==> config.mk <==
export PLATFORM = sky130hd
export DESIGN_NAME = uart_tx_flat
export DESIGN_NICKNAME = d
export VERILOG_FILES = /design/src/rtl/uart_pkg.sv /design/src/rtl/uart_tx_if.sv /design/src/rtl/uart_tx_baud_tick.sv /design/src/rtl/uart_tx.sv /design/src/flat_wrapper.sv
export SDC_FILE = /design/constraint.sdc
export NUM_CORES = 1
export LEC_CHECK = 0
export CAP_MARGIN = 20
export CORE_MARGIN = 10
export CORE_UTILIZATION = 59
export DETAILED_ROUTE_END_ITERATION = 6
export GPL_ROUTABILITY_DRIVEN = 0
export GPL_TIMING_DRIVEN = 0
export PLACE_DENSITY_LB_ADDON = 0.2
export SLEW_MARGIN = 20
export SYNTH_ARGS = -nofsm -noshare
export SYNTH_HDL_FRONTEND = slang
export SYNTH_SLANG_ARGS = --single-unit
export TNS_END_PERCENT = 30
==> constraint.sdc <==
create_clock -name CLK_I -period 2.8 [get_ports CLK_I]
set_input_delay 0.56 -clock CLK_I [delete_from_list [all_inputs] [get_ports CLK_I]]
set_output_delay 0.56 -clock CLK_I [all_outputs]
set_load 0.02 [all_outputs]
==> src/rtl/uart_pkg.sv <==
// Shared UART definitions: TX state encoding, baud divisor helper, escape default.
package uart_pkg;

  typedef enum logic [2:0] {
    TX_IDLE   = 3'd0,
    TX_START  = 3'd1,
    TX_DATA   = 3'd2,
    TX_PARITY = 3'd3,
    TX_STOP   = 3'd4
  } tx_state_t;

  // Default escape byte used by the upstream TX escape stage.
  localparam logic [7:0] ESC_DEFAULT = 8'h7D;

  function automatic int clks_per_bit(input int clk_rate, input int baud_rate);
    return clk_rate / baud_rate;
  endfunction

endpackage

==> src/rtl/uart_tx_if.sv <==
// Byte handshake and serial line between the TX escape stage and the UART serializer.
interface uart_tx_if;
  logic       TX_READY_O;
  logic [7:0] DATA_SEND_I;
  logic       WRITE_I;
  logic       TX_O;

  modport master (input TX_READY_O, input TX_O, output DATA_SEND_I, output WRITE_I);
  modport slave  (output TX_READY_O, output TX_O, input DATA_SEND_I, input WRITE_I);
endinterface

==> src/rtl/uart_tx_baud_tick.sv <==
// Baud divider: counts 0..CLKS_PER_BIT-1 and flags the terminal count for one cycle.
module baud_tick
  import uart_pkg::*;
#(
  parameter int CLKS_PER_BIT = 4
) (
  input  logic CLK_I,
  input  logic RST_I,
  input  logic i_clear,
  output logic o_tick
);

  localparam int W = (CLKS_PER_BIT > 2) ? $clog2(CLKS_PER_BIT) : 1;
  localparam logic [W-1:0] TC = W'(CLKS_PER_BIT - 1);

  logic [W-1:0] r_cnt;

  always_ff @(posedge CLK_I) begin
    if (RST_I || i_clear) begin
      r_cnt <= '0;
    end else if (r_cnt == TC) begin
      r_cnt <= '0;
    end else begin
      r_cnt <= r_cnt + 1'b1;
    end
  end

  assign o_tick = (r_cnt == TC);

endmodule

==> src/rtl/uart_tx.sv <==
// UART transmit serializer, 8 data bits LSB first, 1 stop bit.
// Define UART_TX_PARITY_EN to insert an even parity bit between data and stop.
module uart_tx
  import uart_pkg::*;
#(
  parameter int CLK_RATE  = 100_000_000,
  parameter int BAUD_RATE = 3_000_000
) (
  input  logic      CLK_I,
  input  logic      RST_I,
  uart_tx_if.slave  bus
);

  localparam int CLKS_PER_BIT = clks_per_bit(CLK_RATE, BAUD_RATE);

  generate
    if (CLKS_PER_BIT < 2) begin : g_bad_rate
      $error("uart_tx: CLK_RATE/BAUD_RATE must be at least 2");
    end
  endgenerate

  localparam logic [2:0] S_IDLE   = TX_IDLE;
  localparam logic [2:0] S_START  = TX_START;
  localparam logic [2:0] S_DATA   = TX_DATA;
  localparam logic [2:0] S_STOP   = TX_STOP;
`ifdef UART_TX_PARITY_EN
  localparam logic [2:0] S_PARITY = TX_PARITY;
`endif

  logic [2:0] r_state;
  logic [7:0] r_shift;
  logic [2:0] r_bit_cnt;
  logic       r_tx;
  logic       r_ready;
`ifdef UART_TX_PARITY_EN
  logic       r_parity;
`endif

  logic w_accept;
  logic w_tick;

  assign w_accept = (r_state == S_IDLE) && bus.WRITE_I;

  baud_tick #(
    .CLKS_PER_BIT (CLKS_PER_BIT)
  ) u_baud_tick (
    .CLK_I   (CLK_I),
    .RST_I   (RST_I),
    .i_clear (w_accept),
    .o_tick  (w_tick)
  );

  always_ff @(posedge CLK_I) begin
    if (RST_I) begin
      r_state   <= S_IDLE;
      r_shift   <= '0;
      r_bit_cnt <= '0;
      r_tx      <= 1'b1;
      r_ready   <= 1'b1;
`ifdef UART_TX_PARITY_EN
      r_parity  <= 1'b0;
`endif
    end else begin
      case (r_state)
        S_IDLE: begin
          if (w_accept) begin
            r_shift <= bus.DATA_SEND_I;
            r_ready <= 1'b0;
            r_tx    <= 1'b0;
            r_state <= S_START;
`ifdef UART_TX_PARITY_EN
            r_parity <= ^bus.DATA_SEND_I;
`endif
          end
        end
        S_START: begin
          // Line value is registered one bit ahead, so the shift happens as the bit goes out.
          if (w_tick) begin
            r_tx      <= r_shift[0];
            r_shift   <= {1'b0, r_shift[7:1]};
            r_bit_cnt <= '0;
            r_state   <= S_DATA;
          end
        end
        S_DATA: begin
          if (w_tick) begin
            if (r_bit_cnt == 3'd7) begin
`ifdef UART_TX_PARITY_EN
              r_tx    <= r_parity;
              r_state <= S_PARITY;
`else
              r_tx    <= 1'b1;
              r_state <= S_STOP;
`endif
            end else begin
              r_tx      <= r_shift[0];
              r_shift   <= {1'b0, r_shift[7:1]};
              r_bit_cnt <= r_bit_cnt + 3'd1;
            end
          end
        end
`ifdef UART_TX_PARITY_EN
        S_PARITY: begin
          if (w_tick) begin
            r_tx    <= 1'b1;
            r_state <= S_STOP;
          end
        end
`endif
        S_STOP: begin
          if (w_tick) begin
            r_ready <= 1'b1;
            r_state <= S_IDLE;
          end
        end
        default: begin
          r_state <= S_IDLE;
          r_tx    <= 1'b1;
          r_ready <= 1'b1;
        end
      endcase
    end
  end

  assign bus.TX_O       = r_tx;
  assign bus.TX_READY_O = r_ready;

endmodule
==> src/flat_wrapper.sv <==
// flat-port wrapper written by rule: the top's interface ports become plain ports
module uart_tx_flat import uart_pkg::*;
#(
  parameter int CLK_RATE  = 100_000_000,
  parameter int BAUD_RATE = 3_000_000
)
  (CLK_I, RST_I, bus_TX_READY_O, bus_TX_O, bus_DATA_SEND_I, bus_WRITE_I);
  uart_tx_if bus_i ();
  input  logic CLK_I;
  input  logic RST_I;
  output wire logic [$bits(bus_i.TX_READY_O)-1:0] bus_TX_READY_O;
  output wire logic [$bits(bus_i.TX_O)-1:0] bus_TX_O;
  input wire logic [$bits(bus_i.DATA_SEND_I)-1:0] bus_DATA_SEND_I;
  input wire logic [$bits(bus_i.WRITE_I)-1:0] bus_WRITE_I;
  assign bus_TX_READY_O = bus_i.TX_READY_O;
  assign bus_TX_O = bus_i.TX_O;
  assign bus_i.DATA_SEND_I = bus_DATA_SEND_I;
  assign bus_i.WRITE_I = bus_WRITE_I;
  uart_tx #(.CLK_RATE(CLK_RATE), .BAUD_RATE(BAUD_RATE)) u_core (.CLK_I(CLK_I), .RST_I(RST_I), .bus(bus_i));
endmodule
== After elaboration in Yosys (flattened, before gate mapping) ==
Cells that the tools add are included.

* Bits in read-only memories: 0
* Word-level logic and storage cells: 54
* Bits of input ports: 11
* Memories kept: 0
* Latch bits: 0
* Bits in writable memories: 0
* Register bits: 22

* Magnitude comparators: 0
* Divide/modulo/power cells: 0
* Shift-type cells: 0
* $add $sub $neg: 2
* Equal/unequal tests: 11
* Bitwise gates (word level): 2
* Reductions and logical operators: 12
* Multiplexer cells: 21
* $mul: 0

{| class="wikitable"
|+ Operators by type and width
! kind !! count
|-
| $mux W8 || 4
|-
| $pmux W8 S3 || 1
|-
| $mux W3 || 7
|-
| $pmux W3 S4 || 1
|-
| $ne A2 B2 Y1 const B || 5
|-
| $reduce_and A5 Y1 || 2
|-
| $reduce_and A4 Y1 || 2
|-
| $add A6 B1 Y6 const B || 1
|-
| $eq A3 B3 Y1 const B || 2
|-
| $eq A6 B6 Y1 const B || 1
|-
| $pmux W3 S2 || 1
|-
| $mux W1 || 5
|-
| $pmux W1 S4 || 1
|-
| $reduce_or A2 Y1 || 2
|-
| $add A3 B1 Y3 const B || 1
|-
| $eq A3 B1 Y1 const B || 1
|-
| $eq A3 B2 Y1 const B || 1
|-
| $logic_not A3 Y1 || 1
|-
| $pmux W1 S3 || 1
|-
| $reduce_and A3 Y1 || 1
|-
| $reduce_bool A3 Y1 || 1
|-
| $ne A2 B1 Y1 const B || 1
|-
| $not A1 Y1 || 2
|-
| $reduce_bool A2 Y1 || 1
|-
| 2 further kinds || 2
|}

== Longest topological paths before layout ==
Gate-level depths: netlist of the first run.

* Word-level depth: 4
* Depth in mapped cells: 8

== By module ==
Synthesis of the first run repeated with hierarchy kept, for this count alone.

* Cells, all modules: 123
* Area, all modules: 1114.8 um^2

{| class="wikitable"
|+ Modules (own cells, without submodules)
! module !! seq. area each (um^2) !! instances !! cells each !! area each (um^2)
|-
| uart_tx || 320.3 || 1 || 94 || 852.1
|-
| baud_tick || 120.1 || 1 || 29 || 262.8
|}

== Worst setup path after synthesis of the first run ==
No wires, ideal clock.

* Path type: register to register
* From: register u_core.u_baud_tick.r_cnt[0]
* To: register u_core.r_shift[0]
* Path buffers: 1
* Setup slack: 1163 ps
* Cell stages (with the launch flop): 8
* Arrival time: 1549 ps
* Data required time: 2712 ps
* Period minus slack after synthesis: 1637 ps
* Setup time: 88 ps
* Cell sequence: dfxtp_1 inv_1 ha_1 and2_1 a41o_1 a21o_1 buf_6 a311oi_2

* Longest elaborated chain between the ends: 3
* Elaborated cells on any way between the ends: 4
* Classes of those cells: eq/ne: 3; reduce/logical: 1

{| class="wikitable"
|+ RTL lines
! item !! RTL line !! source
|-
| start: declaration || uart_tx_baud_tick.sv:16 || <nowiki>logic [W-1:0] r_cnt;</nowiki>
|-
| start signal: assignment || uart_tx_baud_tick.sv:24 || <nowiki>r_cnt <= r_cnt + 1'b1;</nowiki>
|-
| $eq A6 B6 Y1 * || uart_tx_baud_tick.sv:28 || <nowiki>assign o_tick = (r_cnt == TC);</nowiki>
|-
| $ne A2 B2 Y1 (no line) || -- ||
|-
| $reduce_and A5 Y1 (no line) * || -- ||
|-
| end signal: assignment || uart_tx.sv:67 || <nowiki>r_shift <= bus.DATA_SEND_I;</nowiki>
|-
| end signal: assignment || uart_tx.sv:80 || <nowiki>r_shift <= {1'b0, r_shift[7:1]};</nowiki>
|-
| end signal: assignment || uart_tx.sv:97 || <nowiki>r_shift <= {1'b0, r_shift[7:1]};</nowiki>
|-
| end: declaration || uart_tx.sv:31 || <nowiki>logic [7:0] r_shift;</nowiki>
|}

Every way passes the cells marked *; elsewhere a longest branch is shown, timed or not.
A chain may end at the register's enable or synchronous reset.

== Worst setup path in the final report of the first run ==
* From: register u_core.u_baud_tick.r_cnt[0]
* To: register u_core.r_shift[5]

Same word-level chain as after synthesis.

==> results of run 1 <==
-- synth_stat cells (all sizes together), types with 3 or more instances --
library cell	count
a21o	3
xnor2	3
o21ai	7
nor3	4
nor2	13
ha	4
nand3	11
xor2	3
nand2	3
clkbuf	3
inv	7
dfxtp	22
a211oi	8
a311oi	7
buf	5
-- cell usage in the layout, fill, tap and decap left out, types with 3 or more instances in the layout --
master and count:
a211oi_1 8, o21ai_0 7, dfxtp_1 22, nor3_1 3, inv_1 7, ha_1 4
buf_2 3, nand3_1 11, a311oi_2 7, a21o_1 3, nand2_1 3, xnor2_1 3
clkbuf_1 3, nor2_1 12, clkbuf_4 3, clkdlybuf4s50_1 12
-- power breakdown --
| group | internal (W) | total [W] | switching, W |
|---|---|---|---|
| combinational | 0.0000502 | 0.000103 | 0.0000524 |
| sequential | 0.000328 | 0.000340 | 0.0000113 |
| clock | 0.0000505 | 0.000148 | 0.0000974 |
| total | 0.000429 | 0.000590 | 0.000161 |
-- flip-flops by register name, indices dropped and copies added (netlist names) --
register / cells
u_core.r_shift: 8
u_core.u_baud_tick.r_cnt: 6
u_core.r_bit_cnt: 3
u_core.r_state: 3
u_core.bus.TX_O: 1
u_core.bus.TX_READY_O: 1
-- routing by layer --
layer / track usage, % / share of wire, %
met1: 15.6 / 40
met2: 24.1 / 52
met3: 3.39 / 6.3
met4: 5.61 / 1.7
met5: 0 / 0
-- through the flow --
step / instance area, sq um / utilization (%) / hold WS [ns] / instances
finish: 1380 / 71.1 / 0.479 / 173
global route: 1380 / 71.1 / 0.501 / 173
CTS: 1380 / 71.1 / 0.482 / 173
detailed placement: 1360 / 70.0 / 0.458 / 170
global placement: 1360 / 70.0 / 0.436 / 170
floorplan: 1200 / - / 0.426 / 131
-- worst max-delay path, delay by kind of cell (launching register included) --
family                     cells  cell delay (ns)
AOI/OAI and AO/OA              3             0.78
DFF                            1             0.38
and+or+nand+nor                1             0.22
adders and majority gates      1             0.21
buffers and inverters          2             0.20
-- kinds of logic (layout without fill, tap and decap cells) --
logic type	after synthesis	count (layout)	share of synthesized area, %
AND/OR/NAND/NOR	42	42	18.5
buffers and inverters	15	30	5.92
AO/OA/AOI/OAI	40	40	28.2
flip-flops	22	22	36.6
multiplexers	2	2	1.66
XOR/XNOR	6	6	4.99
adder cells (fa/ha/maj)	4	4	4.15
-- final cells by class --
class                           instances  area share, %
Buffer                                  8           3.26
Clock buffer                            3           1.63
Inverter                                7           1.90
Multi-Input combinational cell         94           50.2
Sequential cell                        22           31.9
Tap cell                               27           2.45
Timing Repair Buffer                   12           8.70
-- path summary, 6_finish.rpt --
| check | from | endpoint | slack (ns) | cells past startpoint |
|---|---|---|---|---|
| min | u_core.u_baud_tick.r_cnt[0] | u_core.u_baud_tick.r_cnt[0] | 0.48 | 1 |
| min reg2reg | u_core.u_baud_tick.r_cnt[0] | u_core.u_baud_tick.r_cnt[0] | 0.48 | 1 |
| max reg2reg | u_core.u_baud_tick.r_cnt[0] | u_core.r_shift[5] | 0.91 | 7 |
| max | u_core.u_baud_tick.r_cnt[0] | u_core.r_shift[5] | 0.91 | 7 |
==> impl_metrics.xml, run 1 <==
<?xml version="1.0" encoding="UTF-8"?>
<metrics>
  <group name="pwr">
    <metric name="report.power.total" unit="W">0.000590</metric>
    <metric name="power_leakage" unit="nW">0.500</metric>
    <metric name="power.density" unit="nW/um^2">427</metric>
    <metric name="maximum_vdd_drop" unit="mV">0.357</metric>
  </group>
  <group name="synthesis">
    <metric name="post_synth_main_area_contributors" unit="">dfxtp_1 (37%), a311oi_2 (8.7%), a211oi_1 (5.0%), nand3_1 (4.6%), ha_1 (4.2%)</metric>
    <metric name="postSynthRegisterBits" unit="">22</metric>
    <metric name="netlist-cell-type-count" unit="">41</metric>
    <metric name="number_of_flops_mapped_to_enable_cells_by_yosys" unit="">0</metric>
    <metric name="synth.net_count" unit="">146</metric>
    <metric name="syn-instance-count" unit="">131</metric>
    <metric name="yosysSeqAreaShare" unit="%">36.6</metric>
    <metric name="synth_flop_cell" unit="">dfxtp_1</metric>
    <metric name="post-synth-top-area-cell" unit="">dfxtp_1</metric>
    <metric name="syn_area" unit="sq um">1200</metric>
    <metric name="synthesis.yosys.warnings" unit="">0</metric>
    <metric name="synth_async_sr_flop_share" unit="%">0</metric>
    <metric name="share_of_yosys_cell_area_claimed_by_the_top_area_cell_type" unit="%">36.6</metric>
    <metric name="avgSynthCellArea" unit="sq um">9.20</metric>
  </group>
  <group name="setup_path">
    <metric name="worstPathCellList" unit="">inv_1 &gt; ha_1 &gt; and2_1 &gt; a41o_1 &gt; a21o_1 &gt; buf_6 &gt; a311oi_2</metric>
    <metric name="startpoint_type_of_the_worst_setup_path" unit="">flip-flop</metric>
    <metric name="arrival" unit="ns">2.12</metric>
    <metric name="cp_slowest_stage_delay" unit="ns">0.38</metric>
    <metric name="crit_path_end_kind" unit="">flip-flop</metric>
    <metric name="critical_path.max_fanout" unit="">8</metric>
    <metric name="crit_path_top_delay_cell" unit="">dfxtp_1</metric>
    <metric name="critical_path_required" unit="ns">3.03</metric>
    <metric name="critical_path_class" unit="">flip-flop to flip-flop</metric>
  </group>
  <group name="timing">
    <metric name="max_clock_freq" unit="GHz">0.529</metric>
    <metric name="timing.final.max_slew_violations" unit="">0</metric>
    <metric name="min_period" unit="ns">1.89</metric>
    <metric name="unrepaired_setup_endpoints_after_global_routing" unit="">false</metric>
    <metric name="setup_total_negative_slack" unit="ns">0</metric>
    <metric name="layout_worst_path_cycle_share" unit="%">67.6</metric>
    <metric name="final.setup.worst_slack" unit="ns">0.908</metric>
    <metric name="max_slew.worst_pin.slew" unit="ns">0.656</metric>
    <metric name="hold_violations" unit="">0</metric>
    <metric name="finalClockSkew" unit="ns">0.00214</metric>
    <metric name="report.final.setup_viol" unit="">0</metric>
    <metric name="slew_headroom" unit="%">56.3</metric>
  </group>
  <group name="die">
    <metric name="core-area" unit="sq um">1940</metric>
    <metric name="die_area" unit="sq um">4250</metric>
    <metric name="fp-row-count" unit="">16</metric>
    <metric name="die-height" unit="microns">65.2</metric>
    <metric name="die_width" unit="microns">65.2</metric>
    <metric name="initial_core_utilization" unit="%">62.0</metric>
    <metric name="number_of_i_o_pins" unit="">13</metric>
  </group>
  <group name="global_route">
    <metric name="grt_start_max_net_pins" unit="">12</metric>
    <metric name="gr-total-overflow" unit="">0</metric>
    <metric name="grt_antenna_before_repair" unit="">0</metric>
    <metric name="grt_pass1_vias" unit="">1037</metric>
    <metric name="grt_pass1_wl" unit="microns">4800</metric>
    <metric name="grt_util_all_layers" unit="%">13.8</metric>
  </group>
  <group name="drt">
    <metric name="vias" unit="">1102</metric>
    <metric name="drc" unit="">0</metric>
    <metric name="first_iter_violations" unit="">53</metric>
    <metric name="drtAntennaViolNets" unit="">0</metric>
    <metric name="via_per_inst" unit="">6.37</metric>
    <metric name="routed_wire_length_per_instance" unit="microns">16.3</metric>
    <metric name="routed_wl" unit="microns">2820</metric>
    <metric name="drt_pass1_iterations" unit="">4</metric>
  </group>
  <group name="final_layout">
    <metric name="drive_above_1_share" unit="%">13.0</metric>
    <metric name="antenna-diode-count" unit="">0</metric>
    <metric name="design.final.nets" unit="">163</metric>
    <metric name="multiInputGateArea" unit="sq um">693</metric>
    <metric name="signed_area_change_from_the_synthesized_netlist_to_the_final_layout" unit="%">14.6</metric>
    <metric name="final-seq-area" unit="sq um">440</metric>
    <metric name="final.fill_count" unit="">174</metric>
  </group>
  <group name="clocking">
    <metric name="clkSinkCount" unit="">22</metric>
    <metric name="cts_root_buf" unit="">clkbuf_4</metric>
    <metric name="cts_hold_repair.buffers" unit="">0</metric>
    <metric name="cts_tree" unit="">built</metric>
    <metric name="clock_path_buffers" unit="">2</metric>
    <metric name="post_cts.resized_instances" unit="">0</metric>
    <metric name="post_cts.repair.setup_buffers" unit="">0</metric>
    <metric name="clock_tree.htree_level_count" unit="">1</metric>
    <metric name="cts_buffers" unit="">3</metric>
    <metric name="cts.reportedPaths.clkPinSlew" unit="ns">0.12</metric>
    <metric name="worst_skew_pair.late_latency" unit="ns">0.31</metric>
  </group>
  <group name="worst_hold_path">
    <metric name="path_type_of_the_worst_min_delay_path" unit="">flip-flop to flip-flop</metric>
  </group>
  <group name="placement">
    <metric name="port-buffer-count" unit="">12</metric>
    <metric name="hpwlAfterDp" unit="microns">2110</metric>
    <metric name="place_ws" unit="ns">0.671</metric>
  </group>
  <group name="flow_run">
    <metric name="cap_viol_max_count" unit="">0</metric>
  </group>
  <group name="run_status">
    <metric name="status" unit="">completed</metric>
  </group>
</metrics>
No activity file was read; power rests on OpenSTA's default activity.
==> inputs of run 2 (changes only) <==
- CORE_ASPECT_RATIO: not set -> 1.75
- CORE_UTILIZATION: 59 -> 49
- clock period: 2.8 -> 1.7 ns (I/O delays scaled with it)
==> run 2 against run 1 <==
  * Clock-buffer cell count up 1
  * Cell count up 2.9%
  * Power increased by 90%
  * Wire length rose by 6.8%
  * Combinational power increased by 80%
  * Register-to-register slack worse by 0.83 ns
  * Maximum frequency is 17% higher
  * Design area is 11% higher
  * First-iteration DRC count down 7.5%
  * Sequential power is 64% higher
  * Die area increased by 16%
  * Worst setup slack got worse by 0.83 ns
  * Critical endpoint is now u_core.r_shift[2]
==> impl_metrics.xml, run 2 (synthesized netlist as in run 1, its figures left out) <==
<?xml version="1.0" encoding="UTF-8"?>
<metrics>
  <group name="drt">
    <metric name="met1_length" unit="microns">1100</metric>
    <metric name="routed_wire_length_per_instance" unit="microns">16.9</metric>
    <metric name="routed.top_layer" unit="">met4</metric>
    <metric name="vias" unit="">1095</metric>
    <metric name="wl_met2" unit="microns">1720</metric>
    <metric name="drc" unit="">0</metric>
    <metric name="detailroute.wirelength.met3" unit="microns">157</metric>
    <metric name="drt_pass1_iterations" unit="">4</metric>
    <metric name="drtAntennaViolNets" unit="">0</metric>
    <metric name="first_iter_violations" unit="">49</metric>
    <metric name="routed_wl" unit="microns">3020</metric>
    <metric name="via_per_inst" unit="">6.15</metric>
  </group>
  <group name="final_layout">
    <metric name="biggest_regs" unit="">u_core.r_shift x8, u_core.u_baud_tick.r_cnt x6</metric>
    <metric name="largest-register" unit="">u_core.r_shift</metric>
    <metric name="design.final.nets" unit="">169</metric>
    <metric name="final.fill_count" unit="">183</metric>
    <metric name="layout_common_cells" unit="">dfxtp_1 (18), nor2_1 (12), clkdlybuf4s50_1 (12)</metric>
    <metric name="multiInputGateArea" unit="sq um">762</metric>
    <metric name="largest_reg_flops" unit="">8</metric>
    <metric name="final-seq-area" unit="sq um">445</metric>
    <metric name="antenna-diode-count" unit="">0</metric>
    <metric name="cell_count_final_fillers_out" unit="">178</metric>
    <metric name="layout_commonest_cell" unit="">dfxtp_1</metric>
    <metric name="final_standard_cell_utilization_of_the_core" unit="%">65.8</metric>
    <metric name="drive_above_1_share" unit="%">26.1</metric>
    <metric name="signed_area_change_from_the_synthesized_netlist_to_the_final_layout" unit="%">27.2</metric>
  </group>
  <group name="global_route">
    <metric name="grt_pass1_vias" unit="">1092</metric>
    <metric name="grt_pass1_wl" unit="microns">4880</metric>
    <metric name="grt_start_max_net_pins" unit="">13</metric>
    <metric name="gr-total-overflow" unit="">0</metric>
    <metric name="grt_antenna_before_repair" unit="">0</metric>
    <metric name="grt_util_all_layers" unit="%">11.9</metric>
  </group>
  <group name="timing">
    <metric name="min_period" unit="ns">1.62</metric>
    <metric name="report.final.setup_viol" unit="">0</metric>
    <metric name="max_clock_freq" unit="GHz">0.617</metric>
    <metric name="finalClockSkew" unit="ns">0.00365</metric>
    <metric name="slew_headroom" unit="%">60.6</metric>
    <metric name="timing.final.max_slew_violations" unit="">0</metric>
    <metric name="layout_worst_path_cycle_share" unit="%">95.3</metric>
    <metric name="hold_violations" unit="">0</metric>
    <metric name="max_slew.worst_pin.slew" unit="ns">0.591</metric>
  </group>
  <group name="setup_path">
    <metric name="critical_path_class" unit="">flip-flop to flip-flop</metric>
    <metric name="crit_path_end_kind" unit="">flip-flop</metric>
    <metric name="startpoint_type_of_the_worst_setup_path" unit="">flip-flop</metric>
    <metric name="critical_path_required" unit="ns">1.88</metric>
    <metric name="ff2ff_setup_slack" unit="ns">0.08</metric>
    <metric name="arrival" unit="ns">1.80</metric>
    <metric name="critical_path.max_fanout" unit="">8</metric>
  </group>
  <group name="die">
    <metric name="die_area" unit="sq um">4920</metric>
    <metric name="die-height" unit="microns">85.6</metric>
    <metric name="fp-row-count" unit="">23</metric>
    <metric name="die_width" unit="microns">57.5</metric>
    <metric name="number_of_i_o_pins" unit="">13</metric>
    <metric name="core-area" unit="sq um">2330</metric>
    <metric name="initial_core_utilization" unit="%">51.7</metric>
  </group>
  <group name="clocking">
    <metric name="cts_root_buf" unit="">clkbuf_8</metric>
    <metric name="cts_buffers" unit="">3</metric>
    <metric name="cts_tree" unit="">built</metric>
    <metric name="clkSinkCount" unit="">22</metric>
    <metric name="worst_skew_pair.late_latency" unit="ns">0.26</metric>
    <metric name="cts.reportedPaths.clkPinSlew" unit="ns">0.08</metric>
    <metric name="clock_path_buffers" unit="">2</metric>
    <metric name="clock_tree.htree_level_count" unit="">1</metric>
  </group>
  <group name="flow_run">
    <metric name="cap_viol_max_count" unit="">0</metric>
  </group>
  <group name="pwr">
    <metric name="maximum_vdd_drop" unit="mV">0.564</metric>
    <metric name="power_leakage" unit="nW">0.552</metric>
    <metric name="report.power.total" unit="W">0.00112</metric>
    <metric name="power.density" unit="nW/um^2">732</metric>
  </group>
  <group name="worst_hold_path">
    <metric name="path_type_of_the_worst_min_delay_path" unit="">flip-flop to flip-flop</metric>
  </group>
  <group name="placement">
    <metric name="hpwlAfterDp" unit="microns">2150</metric>
    <metric name="port-buffer-count" unit="">12</metric>
    <metric name="placedCellCount" unit="">168</metric>
  </group>
  <group name="run_status">
    <metric name="status" unit="">completed</metric>
  </group>
</metrics>
==> run 2: changes by cell type in the layout (fill, tap and decap cells not counted), sizes merged <==
cell and delta:
buf +6, clkbuf +1
==> run 2: per-stage QoR <==
stage	setup TNS [ns]	hold slack (ns)	setup slack, ns	instance area [sq um]
3_3_place_gp	-1.52	0.444	-0.174	1360
6_report	0	0.440	0.0794	1530
3_5_place_dp	-1.89	0.449	-0.208	1360
2_1_floorplan	0	0.408	0.0627	1200
5_1_grt	-0.0184	0.458	-0.0184	1530
4_1_cts	-0.00273	0.431	-0.00273	1440
==> run 2: report_power, final <==
part           switching, W  internal (W)  leakage (nW)
Sequential        0.0000170      0.000541         0.182
Combinational     0.0000901     0.0000945         0.341
Clock              0.000173      0.000207        0.0288
Total              0.000280      0.000842         0.552
==> run 2: final timing paths <==
check	end	startpoint	cells past startpoint
setup / recovery	u_core.r_shift[2]	u_core.u_baud_tick.r_cnt[0]	7
hold / removal	u_core.u_baud_tick.r_cnt[0]	u_core.u_baud_tick.r_cnt[0]	1
setup reg to reg	u_core.r_shift[2]	u_core.u_baud_tick.r_cnt[0]	7
hold reg to reg	u_core.u_baud_tick.r_cnt[0]	u_core.u_baud_tick.r_cnt[0]	1
==> run 2: repair_timing <==
action | in CTS | in global routing
resized for setup | 8 | 12
hold buffers | 0 | 0
pin swaps | 0 | 3
gates cloned | 0 | 0
buffers inserted | 0 | 7
endpoints found under the setup margin | 8 | 10
==> run 2: critical path, stage by stage (launching register included) <==
cell      delay [ns]
dfxtp_2         0.36
inv_2           0.03
ha_2            0.17
and2_4          0.18
a41o_4          0.26
a21o_1          0.17
buf_6           0.15
a311oi_2        0.23
==> run 2: final cells by class <==
class	count	area share, %
well taps	25	2.04
repair buffers	19	11.3
plain buffers	7	2.61
inverters	7	1.71
clock buffers	4	3.59
flip-flops and latches	22	29.1
multi-input cells	94	49.7
==> run 2: routing by layer <==
metal	track usage, %	vias up
met2	21.3	23
met3	3.10	5
li1	-	538
met1	11.8	529
met4	6.44	0
met5	0	-
